## src/rtl/shift_seq_pkg.sv

```systemverilog
// Shared types and defaults for the serial transmit sequencer.
package shift_seq_pkg;

    typedef enum logic [1:0] {
        IDLE  = 2'd0,
        SHIFT = 2'd1,
        DONE  = 2'd2
    } state_t;

    localparam int DEFAULT_WIDTH = 8;

endpackage

```

## src/rtl/shift_reg.sv

```systemverilog
// Parallel-load right-shift register with zero fill; load has priority over shift.
module shift_reg
    import shift_seq_pkg::*;
#(
    parameter int WIDTH = DEFAULT_WIDTH
) (
    input  logic             clk,
    input  logic             rst,
    input  logic             load,
    input  logic             shift,
    input  logic [WIDTH-1:0] din,
    output logic [WIDTH-1:0] q
);

    always_ff @(posedge clk or posedge rst) begin
        if (rst) begin
            q <= '0;
        end else if (load) begin
            q <= din;
        end else if (shift) begin
            for (int i = 0; i < WIDTH - 1; i++) begin
                q[i] <= q[i+1];
            end
            q[WIDTH-1] <= 1'b0;
        end
    end

endmodule

```

## src/rtl/shift_seq.sv

```systemverilog
// Serial transmit sequencer: loads a word on start, sends it LSB-first with a
// valid qualifier, then pulses done for one cycle before returning to idle.
module shift_seq
    import shift_seq_pkg::*;
#(
    parameter int WIDTH = DEFAULT_WIDTH
) (
    input  logic             clk,
    input  logic             rst,
    input  logic             start,
    input  logic [WIDTH-1:0] din,
    input  logic             abort,
    output logic             ready,
    output logic             q,
    output logic             q_valid,
    output logic             done
);

    localparam int CNT_W = $clog2(WIDTH);
    localparam logic [CNT_W-1:0] LAST = CNT_W'(WIDTH - 1);

    state_t             state, state_nxt;
    logic [CNT_W-1:0]   cnt, cnt_nxt;
    logic [WIDTH-1:0]   sr;
    logic               load, shift;
    logic               q_nxt, qv_nxt, done_nxt;
    logic               sr_unused;

    // Bit 0 of the register is emitted directly from din on the load edge,
    // so the serial output always looks one stage ahead at sr[1].
    assign sr_unused = sr[0];

    shift_reg #(.WIDTH(WIDTH)) u_sr (
        .clk   (clk),
        .rst   (rst),
        .load  (load),
        .shift (shift),
        .din   (din),
        .q     (sr)
    );

    always_ff @(posedge clk or posedge rst) begin
        if (rst) begin
            state   <= IDLE;
            cnt     <= '0;
            q       <= 1'b0;
            q_valid <= 1'b0;
            done    <= 1'b0;
        end else begin
            state   <= state_nxt;
            cnt     <= cnt_nxt;
            q       <= q_nxt;
            q_valid <= qv_nxt;
            done    <= done_nxt;
        end
    end

    always_comb begin
        state_nxt = state;
        cnt_nxt   = cnt;
        load      = 1'b0;
        shift     = 1'b0;
        q_nxt     = 1'b0;
        qv_nxt    = 1'b0;
        done_nxt  = 1'b0;
        case (state)
            IDLE: begin
                if (start) begin
                    load      = 1'b1;
                    cnt_nxt   = '0;
                    q_nxt     = din[0];
                    qv_nxt    = 1'b1;
                    state_nxt = SHIFT;
                end
            end
            SHIFT: begin
                // Abort wins even on the edge that would have finished the word.
                if (abort) begin
                    state_nxt = IDLE;
                end else if (cnt == LAST) begin
                    done_nxt  = 1'b1;
                    state_nxt = DONE;
                end else begin
                    shift     = 1'b1;
                    cnt_nxt   = cnt + CNT_W'(1);
                    q_nxt     = sr[1];
                    qv_nxt    = 1'b1;
                end
            end
            DONE: begin
                state_nxt = IDLE;
            end
            default: begin
                state_nxt = IDLE;
            end
        endcase
    end

    assign ready = (state == IDLE);

endmodule

```

## config.mk

```make
export PLATFORM = sky130hd
export DESIGN_NAME = shift_seq
export DESIGN_NICKNAME = d
export VERILOG_FILES = /design/src/rtl/shift_seq_pkg.sv /design/src/rtl/shift_reg.sv /design/src/rtl/shift_seq.sv
export SDC_FILE = /design/constraint.sdc
export NUM_CORES = 1
export LEC_CHECK = 0
export ABC_AREA = 0
export CAP_MARGIN = 25
export CORE_MARGIN = 4
export CORE_UTILIZATION = 25
export DETAILED_ROUTE_END_ITERATION = 10
export GPL_ROUTABILITY_DRIVEN = 0
export HOLD_SLACK_MARGIN = 0.1
export PLACE_DENSITY_LB_ADDON = 0.12
export SYNTH_ARGS = -nofsm -noshare
export SYNTH_HDL_FRONTEND = slang
export SYNTH_HIERARCHICAL = 1
export SYNTH_SLANG_ARGS = --single-unit
export TNS_END_PERCENT = 100
```

## constraint.sdc

```tcl
create_clock -name clk -period 2 [get_ports clk]
set_input_delay 0.2 -clock clk [delete_from_list [all_inputs] [get_ports clk]]
set_output_delay 0.2 -clock clk [all_outputs]
set_load 0.02 [all_outputs]
```

==> impl_metrics.xml, run 1 <==
<?xml version="1.0" encoding="UTF-8"?>
<metrics>
  <group name="synthesis">
    <metric name="netlist_area" unit="um2">667</metric>
    <metric name="syn_area_per_cell" unit="um2">12.1</metric>
    <metric name="post_synth_inst_count" unit="">55</metric>
    <metric name="syn-num-nets" unit="">69</metric>
    <metric name="synthesis.yosys.warnings" unit="">6</metric>
  </group>
  <group name="power_and_ir_drop">
    <metric name="total_leakage_power" unit="nW">0.407</metric>
    <metric name="irDropWorstVdd" unit="uV">316</metric>
    <metric name="switchingPower" unit="mW">0.221</metric>
    <metric name="power.density" unit="nW/um2">884</metric>
    <metric name="power_frac_clock" unit="">0.214</metric>
    <metric name="power_frac_seq" unit="">0.520</metric>
    <metric name="power.share.switching" unit="">0.282</metric>
    <metric name="p_int" unit="mW">0.564</metric>
    <metric name="power_frac_comb" unit="">0.266</metric>
  </group>
  <group name="flow_run">
    <metric name="drv.max_cap_violation_count" unit="">0</metric>
  </group>
  <group name="cts">
    <metric name="cts_hold_buf" unit="">0</metric>
    <metric name="cts_made_buffers" unit="">3</metric>
    <metric name="max-clock-path-buffers" unit="">2</metric>
    <metric name="cts_max_level" unit="">1</metric>
    <metric name="worst_skew_pair.late_latency" unit="ns">0.27</metric>
    <metric name="clockRootBuffer" unit="">sky130_fd_sc_hd__clkbuf_4</metric>
    <metric name="clk_pin_slew" unit="ns">0.08</metric>
    <metric name="clkSinkCount" unit="">15</metric>
    <metric name="clock_tree_from_tritoncts" unit="">yes</metric>
    <metric name="postCtsSetupRepairBufs" unit="">0</metric>
    <metric name="postCtsResizedCells" unit="">0</metric>
  </group>
  <group name="worst_setup_path">
    <metric name="path_cells" unit="">ha_1 &gt; ha_1 &gt; nor4b_4 &gt; buf_4 &gt; nor2_2 &gt; mux2_4</metric>
    <metric name="setup.worst_path.start_class" unit="">flop</metric>
    <metric name="worst-path-max-fanout" unit="">9</metric>
    <metric name="delay_of_the_slowest_critical_path_stage" unit="ns">0.41</metric>
    <metric name="crit_top_cell" unit="">sky130_fd_sc_hd__ha_1</metric>
    <metric name="crit_slowest_cell" unit="">sky130_fd_sc_hd__dfrtp_1</metric>
    <metric name="critical_path_arrival" unit="ns">1.93</metric>
    <metric name="worstPathRequired" unit="ns">2.17</metric>
    <metric name="worstSetupEndpointType" unit="">flop</metric>
    <metric name="path_class" unit="">flop to flop</metric>
  </group>
  <group name="status">
    <metric name="status" unit="">finished, final reports clean</metric>
  </group>
  <group name="placed_design">
    <metric name="place_area" unit="um2">862</metric>
    <metric name="numPortBuffers" unit="">15</metric>
    <metric name="detailed_place_hpwl" unit="um">929</metric>
    <metric name="dpl_worst_slack" unit="ns">0.253</metric>
  </group>
  <group name="floorplanning">
    <metric name="core_area" unit="um2">2500</metric>
    <metric name="ioPinCount" unit="">16</metric>
    <metric name="design.die.area" unit="um2">3560</metric>
    <metric name="initial_utilization" unit="">0.267</metric>
    <metric name="die_y" unit="um">59.7</metric>
    <metric name="chipWidth" unit="um">59.7</metric>
    <metric name="num_rows" unit="">18</metric>
  </group>
  <group name="timing">
    <metric name="timing.final.ws_setup" unit="ns">0.240</metric>
    <metric name="achievable_clock_frequency" unit="MHz">568</metric>
    <metric name="final.setup_skew" unit="ns">0.000434</metric>
    <metric name="setup-tns-final" unit="ns">0</metric>
    <metric name="grt_setup_unrepaired" unit="">no</metric>
    <metric name="final_slew_violations" unit="">0</metric>
    <metric name="setup_viol_count_final" unit="">0</metric>
    <metric name="finalCritPeriodShare" unit="">0.880</metric>
    <metric name="fin_crit" unit="ns">1.76</metric>
    <metric name="final_hold_viol_count" unit="">0</metric>
    <metric name="transition_time_at_the_pin_with_the_least_slew_margin" unit="ns">0.319</metric>
    <metric name="worst_slew_margin_rel" unit="">0.787</metric>
  </group>
  <group name="drt">
    <metric name="post-route-drc-count" unit="">0</metric>
    <metric name="dr_total_vias" unit="">445</metric>
    <metric name="drt-pass1-iter-count" unit="">4</metric>
    <metric name="wl_per_cell" unit="um">11.8</metric>
    <metric name="drtIter0Drc" unit="">5</metric>
    <metric name="detail_route.vias_per_cell" unit="">4.20</metric>
    <metric name="total_length_of_routed_wires" unit="mm">1.25</metric>
    <metric name="final_antenna_net_count" unit="">0</metric>
  </group>
  <group name="global_routing">
    <metric name="globalRouteOverflowTotal" unit="">0</metric>
    <metric name="grt_pass1_wl" unit="mm">2.04</metric>
    <metric name="antenna_found_initial" unit="">0</metric>
    <metric name="grt_max_degree" unit="">10</metric>
    <metric name="groute.usage.overall" unit="">0.0796</metric>
    <metric name="via_count_of_the_first_global_routing_pass" unit="">455</metric>
  </group>
  <group name="final_layout">
    <metric name="final_cell_area" unit="um2">888</metric>
    <metric name="synth_to_final_area_change" unit="%">33.2</metric>
    <metric name="fillCellCount" unit="">264</metric>
    <metric name="finalNetCount" unit="">91</metric>
    <metric name="drive_above_1_share" unit="">0.145</metric>
    <metric name="diodes" unit="">0</metric>
  </group>
  <group name="worst_hold_path">
    <metric name="hp-class" unit="">primary input to async pin</metric>
  </group>
</metrics>
[stage by stage]
| stage | power [mW] | instances | utilization | hold slack (ns) |
|---|---|---|---|---|
| floorplan | 0.547 | 55 | - | 0.00340 |
| global placement | 0.625 | 102 | 0.345 | 0.497 |
| detailed placement | 0.624 | 102 | 0.345 | 0.490 |
| CTS | 0.805 | 106 | 0.355 | 0.182 |
| global route | 0.841 | 106 | 0.355 | 0.207 |
| finish | 0.785 | 106 | 0.355 | 0.182 |
[power groups by stage]
stage	Combinational [mW]	Clock (mW)	Sequential [mW]
2_1_floorplan	0.134	0	0.413
3_3_place_gp	0.211	0	0.415
3_5_place_dp	0.210	0	0.415
4_1_cts	0.212	0.184	0.409
5_1_grt	0.229	0.194	0.417
6_report	0.209	0.168	0.408
[area by class of cell]
type                            count  area, um2  area share
Inverter                            4       15.0      0.0169
Multi-Input combinational cell     34        254       0.286
Timing Repair Buffer               19        180       0.203
Sequential cell                    15        375       0.423
Tap cell                           30       37.5      0.0423
Clock buffer                        4       26.3      0.0296
[path summary, 6_finish.rpt]
kind | startpoint | to | slack (ns) | cells past startpoint
min | rst | u_sr/q[6] | 0.18 | 2
min reg2reg | u_sr/q[1] | q | 0.52 | 1
min in group clk | din[1] | u_sr/q[1] | 0.46 | 3
max in group asynchronous | rst | q_valid | 1.57 | 2
max reg2reg | cnt[0] | cnt[0] | 0.24 | 6
max | cnt[0] | cnt[0] | 0.24 | 6
[flip-flops by register name (all words and copies together), names as in the netlist]
name	count
cnt	3
done	1
q	1
q_valid	1
state	2
u_sr/q	7
[worst max-delay path, delay by kind of cell, from the launching register on]
family	cells	cell delay (ns)
adder cells (fa/ha/maj)	2	0.42
buffers and inverters	1	0.22
flip-flops	1	0.41
multiplexers	1	0.25
AND/OR/NAND/NOR	2	0.35
[metal layers]
metal	routed length, um	vias up	GRT usage	part of all wire
li1	-	230	-	-
met1	593	205	0.103	0.48
met2	546	8	0.102	0.44
met3	88	2	0.0302	0.071
met4	19	0	0.0665	0.015
met5	0	-	0	0
[cell usage in the layout (no fill, tap or decap), drive strengths merged]
master / n
clkdlybuf4s50: 15
nand2: 8
a22o: 3
ha: 2
inv: 4
nor3b: 1
nor3: 2
o21ai: 7
nor4b: 1
clkbuf: 4
buf: 4
dfrtp: 15
mux2: 1
mux2i: 6
nand2b: 1
nor2: 2
Note: power is estimated with default switching activity, not from simulation.
==> run 2: changes to the inputs <==
--- a/config.mk
+++ b/config.mk
@@ -9,6 +9,7 @@
 export CAP_MARGIN = 25
 export CORE_MARGIN = 4
 export CORE_UTILIZATION = 25
+export CTS_CLUSTER_SIZE = 10
 export DETAILED_ROUTE_END_ITERATION = 10
 export GPL_ROUTABILITY_DRIVEN = 0
 export HOLD_SLACK_MARGIN = 0.1
==> results of run 2 <==
No change in the layout: final DEF, timing and power equal those of run 1.
==> run 3: changes to the inputs <==
--- a/config.mk
+++ b/config.mk
@@ -16,6 +16,5 @@
 export PLACE_DENSITY_LB_ADDON = 0.12
 export SYNTH_ARGS = -nofsm -noshare
 export SYNTH_HDL_FRONTEND = slang
-export SYNTH_HIERARCHICAL = 1
 export SYNTH_SLANG_ARGS = --single-unit
 export TNS_END_PERCENT = 100
==> impl_metrics.xml, run 3 <==
<?xml version="1.0" encoding="UTF-8"?>
<metrics>
  <group name="timing">
    <metric name="grt_setup_unrepaired" unit="">no</metric>
    <metric name="fin_crit" unit="ns">1.87</metric>
    <metric name="setup_viol_count_final" unit="">0</metric>
    <metric name="setup-tns-final" unit="ns">0</metric>
    <metric name="final_slew_violations" unit="">0</metric>
    <metric name="worst_slew_margin_rel" unit="">0.612</metric>
    <metric name="transition_time_at_the_pin_with_the_least_slew_margin" unit="ns">0.582</metric>
    <metric name="achievable_clock_frequency" unit="MHz">535</metric>
    <metric name="finalCritPeriodShare" unit="">0.935</metric>
    <metric name="final.setup_skew" unit="ns">0.00618</metric>
    <metric name="final_hold_viol_count" unit="">0</metric>
  </group>
  <group name="placed_design">
    <metric name="numPortBuffers" unit="">15</metric>
    <metric name="detailed_place_hpwl" unit="um">915</metric>
    <metric name="place_area" unit="um2">862</metric>
  </group>
  <group name="synthesis">
    <metric name="netlist_area" unit="um2">688</metric>
    <metric name="synth.distinct_cells" unit="">17</metric>
    <metric name="ys.flop_type" unit="">sky130_fd_sc_hd__dfrtp_1</metric>
    <metric name="netlist_top_cells_count" unit="">sky130_fd_sc_hd__nand2_1 (17), sky130_fd_sc_hd__dfrtp_1 (15), sky130_fd_sc_hd__nor2_1 (7), sky130_fd_sc_hd__a31oi_1 (6), sky130_fd_sc_hd__nand3_1 (4)</metric>
    <metric name="synth-simple-area-share" unit="">0.289</metric>
    <metric name="largest_family_of_logic_cells_by_synthesized_area" unit="">simple AND/OR/NAND/NOR gates</metric>
    <metric name="syn_area_per_cell" unit="um2">10.3</metric>
    <metric name="synth-compound-area-share" unit="">0.0818</metric>
    <metric name="post_synth_inst_count" unit="">67</metric>
    <metric name="syn-num-nets" unit="">81</metric>
    <metric name="synth-seq-area-share" unit="">0.545</metric>
    <metric name="yosys.area_share.adder" unit="">0.0364</metric>
    <metric name="synthesis.yosys.warnings" unit="">0</metric>
    <metric name="yosysMostFrequentCell" unit="">sky130_fd_sc_hd__nand2_1</metric>
    <metric name="share_of_cell_area_taken_by_muxes_after_synthesis" unit="">0</metric>
    <metric name="postSynth.asyncResetShare" unit="">1.00</metric>
    <metric name="post_synth_main_area_contributors" unit="">sky130_fd_sc_hd__dfrtp_1 (55%), sky130_fd_sc_hd__nand2_1 (9.3%), sky130_fd_sc_hd__a31oi_1 (5.5%)</metric>
    <metric name="yosys.area_share.xor_xnor" unit="">0</metric>
    <metric name="postSynthRegisterBits" unit="">15</metric>
    <metric name="synth_area_leader_cell" unit="">sky130_fd_sc_hd__dfrtp_1</metric>
    <metric name="synth-edff-count" unit="">0</metric>
    <metric name="synth_largest_type_area_fraction" unit="">0.545</metric>
  </group>
  <group name="drt">
    <metric name="dr_total_vias" unit="">521</metric>
    <metric name="total_length_of_routed_wires" unit="mm">1.39</metric>
    <metric name="final_antenna_net_count" unit="">0</metric>
    <metric name="drtIter0Drc" unit="">4</metric>
    <metric name="detail_route.vias_per_cell" unit="">4.57</metric>
    <metric name="drt-pass1-iter-count" unit="">5</metric>
    <metric name="post-route-drc-count" unit="">0</metric>
    <metric name="wl_per_cell" unit="um">12.2</metric>
  </group>
  <group name="power_and_ir_drop">
    <metric name="power_frac_seq" unit="">0.531</metric>
    <metric name="power.density" unit="nW/um2">822</metric>
    <metric name="switchingPower" unit="mW">0.215</metric>
    <metric name="power_frac_clock" unit="">0.243</metric>
    <metric name="power.share.switching" unit="">0.295</metric>
    <metric name="total_power" unit="mW">0.730</metric>
    <metric name="total_leakage_power" unit="nW">0.412</metric>
    <metric name="irDropWorstVdd" unit="uV">297</metric>
    <metric name="power_frac_comb" unit="">0.225</metric>
    <metric name="p_int" unit="mW">0.515</metric>
  </group>
  <group name="floorplanning">
    <metric name="design.die.area" unit="um2">3660</metric>
    <metric name="ioPinCount" unit="">16</metric>
    <metric name="initial_utilization" unit="">0.270</metric>
    <metric name="core_area" unit="um2">2540</metric>
    <metric name="num_rows" unit="">18</metric>
    <metric name="chipWidth" unit="um">60.5</metric>
    <metric name="die_y" unit="um">60.5</metric>
  </group>
  <group name="worst_setup_path">
    <metric name="regToRegSetupSlack" unit="ns">0.13</metric>
    <metric name="worstSetupEndpointType" unit="">flop</metric>
    <metric name="worstPathRequired" unit="ns">2.14</metric>
    <metric name="setup.worst_path.start_class" unit="">flop</metric>
    <metric name="startpoint" unit="">cnt[0]</metric>
    <metric name="reg2reg_to" unit="">u_sr.q[3]</metric>
    <metric name="path_class" unit="">flop to flop</metric>
    <metric name="critical_path_arrival" unit="ns">2.01</metric>
    <metric name="worst-path-max-fanout" unit="">13</metric>
    <metric name="worst-r2r-cell-count" unit="">5</metric>
    <metric name="worstSetupEndpoint" unit="">u_sr.q[3]</metric>
    <metric name="timing.rr.start" unit="">cnt[0]</metric>
  </group>
  <group name="cts">
    <metric name="cts_made_buffers" unit="">3</metric>
    <metric name="clockRootBuffer" unit="">sky130_fd_sc_hd__clkbuf_4</metric>
    <metric name="cts_hold_buf" unit="">0</metric>
    <metric name="clkSinkCount" unit="">15</metric>
    <metric name="cts_max_level" unit="">1</metric>
    <metric name="clk_pin_slew" unit="ns">0.10</metric>
    <metric name="postCtsResizedCells" unit="">0</metric>
    <metric name="postCtsSetupRepairBufs" unit="">0</metric>
    <metric name="max-clock-path-buffers" unit="">2</metric>
    <metric name="clock_tree_from_tritoncts" unit="">yes</metric>
    <metric name="worst_skew_pair.late_latency" unit="ns">0.28</metric>
  </group>
  <group name="final_layout">
    <metric name="diodes" unit="">0</metric>
    <metric name="final_cell_area" unit="um2">888</metric>
    <metric name="commonest_non_fill_non_tap_cell_in_the_layout" unit="">sky130_fd_sc_hd__nand2_1</metric>
    <metric name="finalNetCount" unit="">99</metric>
    <metric name="multi_input_area" unit="um2">280</metric>
    <metric name="largest_reg_flops" unit="">7</metric>
    <metric name="fillCellCount" unit="">267</metric>
    <metric name="register_with_the_most_flip_flops" unit="">u_sr.q</metric>
    <metric name="drive_above_1_share" unit="">0.119</metric>
    <metric name="largestRegisters" unit="">u_sr.q (7), cnt (3), state (2)</metric>
    <metric name="synth_to_final_area_change" unit="%">29.1</metric>
    <metric name="final-seq-area" unit="um2">375</metric>
    <metric name="mostFrequentLayoutCells" unit="">sky130_fd_sc_hd__nand2_1 (17), sky130_fd_sc_hd__dfrtp_1 (15), sky130_fd_sc_hd__clkdlybuf4s50_1 (15)</metric>
  </group>
  <group name="worst_hold_path">
    <metric name="hp-class" unit="">primary input to async pin</metric>
  </group>
  <group name="status">
    <metric name="status" unit="">finished, final reports clean</metric>
  </group>
  <group name="global_routing">
    <metric name="grt_max_degree" unit="">21</metric>
    <metric name="grt_pass1_wl" unit="mm">2.35</metric>
    <metric name="via_count_of_the_first_global_routing_pass" unit="">510</metric>
    <metric name="globalRouteOverflowTotal" unit="">0</metric>
    <metric name="groute.usage.overall" unit="">0.0880</metric>
    <metric name="antenna_found_initial" unit="">0</metric>
  </group>
  <group name="flow_run">
    <metric name="drv.max_cap_violation_count" unit="">0</metric>
  </group>
</metrics>
[run 3: cell count changes in the layout (fill, tap and decap cells not counted), sizes merged, moves of 3 or more]
cell   previous run  this run
nand3             0         4
nor2              2         7
o21ai             7         3
mux2i             6         0
a22o              3         0
nand2             8        17
buf               4         1
a31oi             0         6
[run 3: worst min path at each step]
stage | startpoint | end | slack [ns] | depth (start not counted)
2_1_floorplan | rst | cnt[0] | 0.10 | 1
3_3_place_gp | cnt[0] | cnt[0] | 0.48 | 1
3_5_place_dp | cnt[0] | cnt[0] | 0.48 | 1
4_1_cts | rst | q_valid | 0.29 | 2
5_1_grt | rst | q_valid | 0.33 | 2
6_report | rst | q_valid | 0.27 | 2
[run 3: kinds of logic after synthesis]
logic type,count (synthesis)
simple gates,35
flops,15
compound gates,9
buf+inv,6
fa+ha+maj,2
[run 3: power groups by stage]
stage / combinational (mW) / sequential [mW] / clock [mW]
3_5_place_dp: 0.167 / 0.395 / 0
5_1_grt: 0.184 / 0.396 / 0.198
2_1_floorplan: 0.102 / 0.395 / 0
3_3_place_gp: 0.164 / 0.395 / 0
4_1_cts: 0.168 / 0.388 / 0.185
6_report: 0.165 / 0.388 / 0.178
[run 3: stage by stage]
| step | instances | setup slack (ns) | hold slack (ns) | utilization |
|---|---|---|---|---|
| after floorplan | 67 | 0.226 | 0.101 | - |
| after global placement | 110 | 0.187 | 0.477 | 0.339 |
| after global routing | 114 | 0.0328 | 0.327 | 0.349 |
| after detailed placement | 110 | 0.148 | 0.485 | 0.339 |
| after CTS | 114 | 0.118 | 0.292 | 0.349 |
| final | 114 | 0.130 | 0.269 | 0.349 |
[run 3: worst max-delay path, cell delays in order, from the launching register on]
cell	delay (ns)
sky130_fd_sc_hd__dfrtp_1	0.42
sky130_fd_sc_hd__ha_1	0.21
sky130_fd_sc_hd__ha_1	0.24
sky130_fd_sc_hd__or4b_4	0.66
sky130_fd_sc_hd__nand2_1	0.11
sky130_fd_sc_hd__a31oi_1	0.09
[run 3: layer usage]
metal,track usage,vias to the layer above,part of all wire
met5,0,-,0
met4,0.0464,0,0.0086
met3,0.0255,2,0.074
met2,0.131,12,0.43
met1,0.115,242,0.48
li1,-,265,-
[run 3: final cells by class]
cell class | count | share of cell area
tap | 30 | 0.0423
multi-input combinational | 46 | 0.315
timing repair buffer | 16 | 0.177
clock buffer | 4 | 0.0296
sequential | 15 | 0.423
inverter | 3 | 0.0127
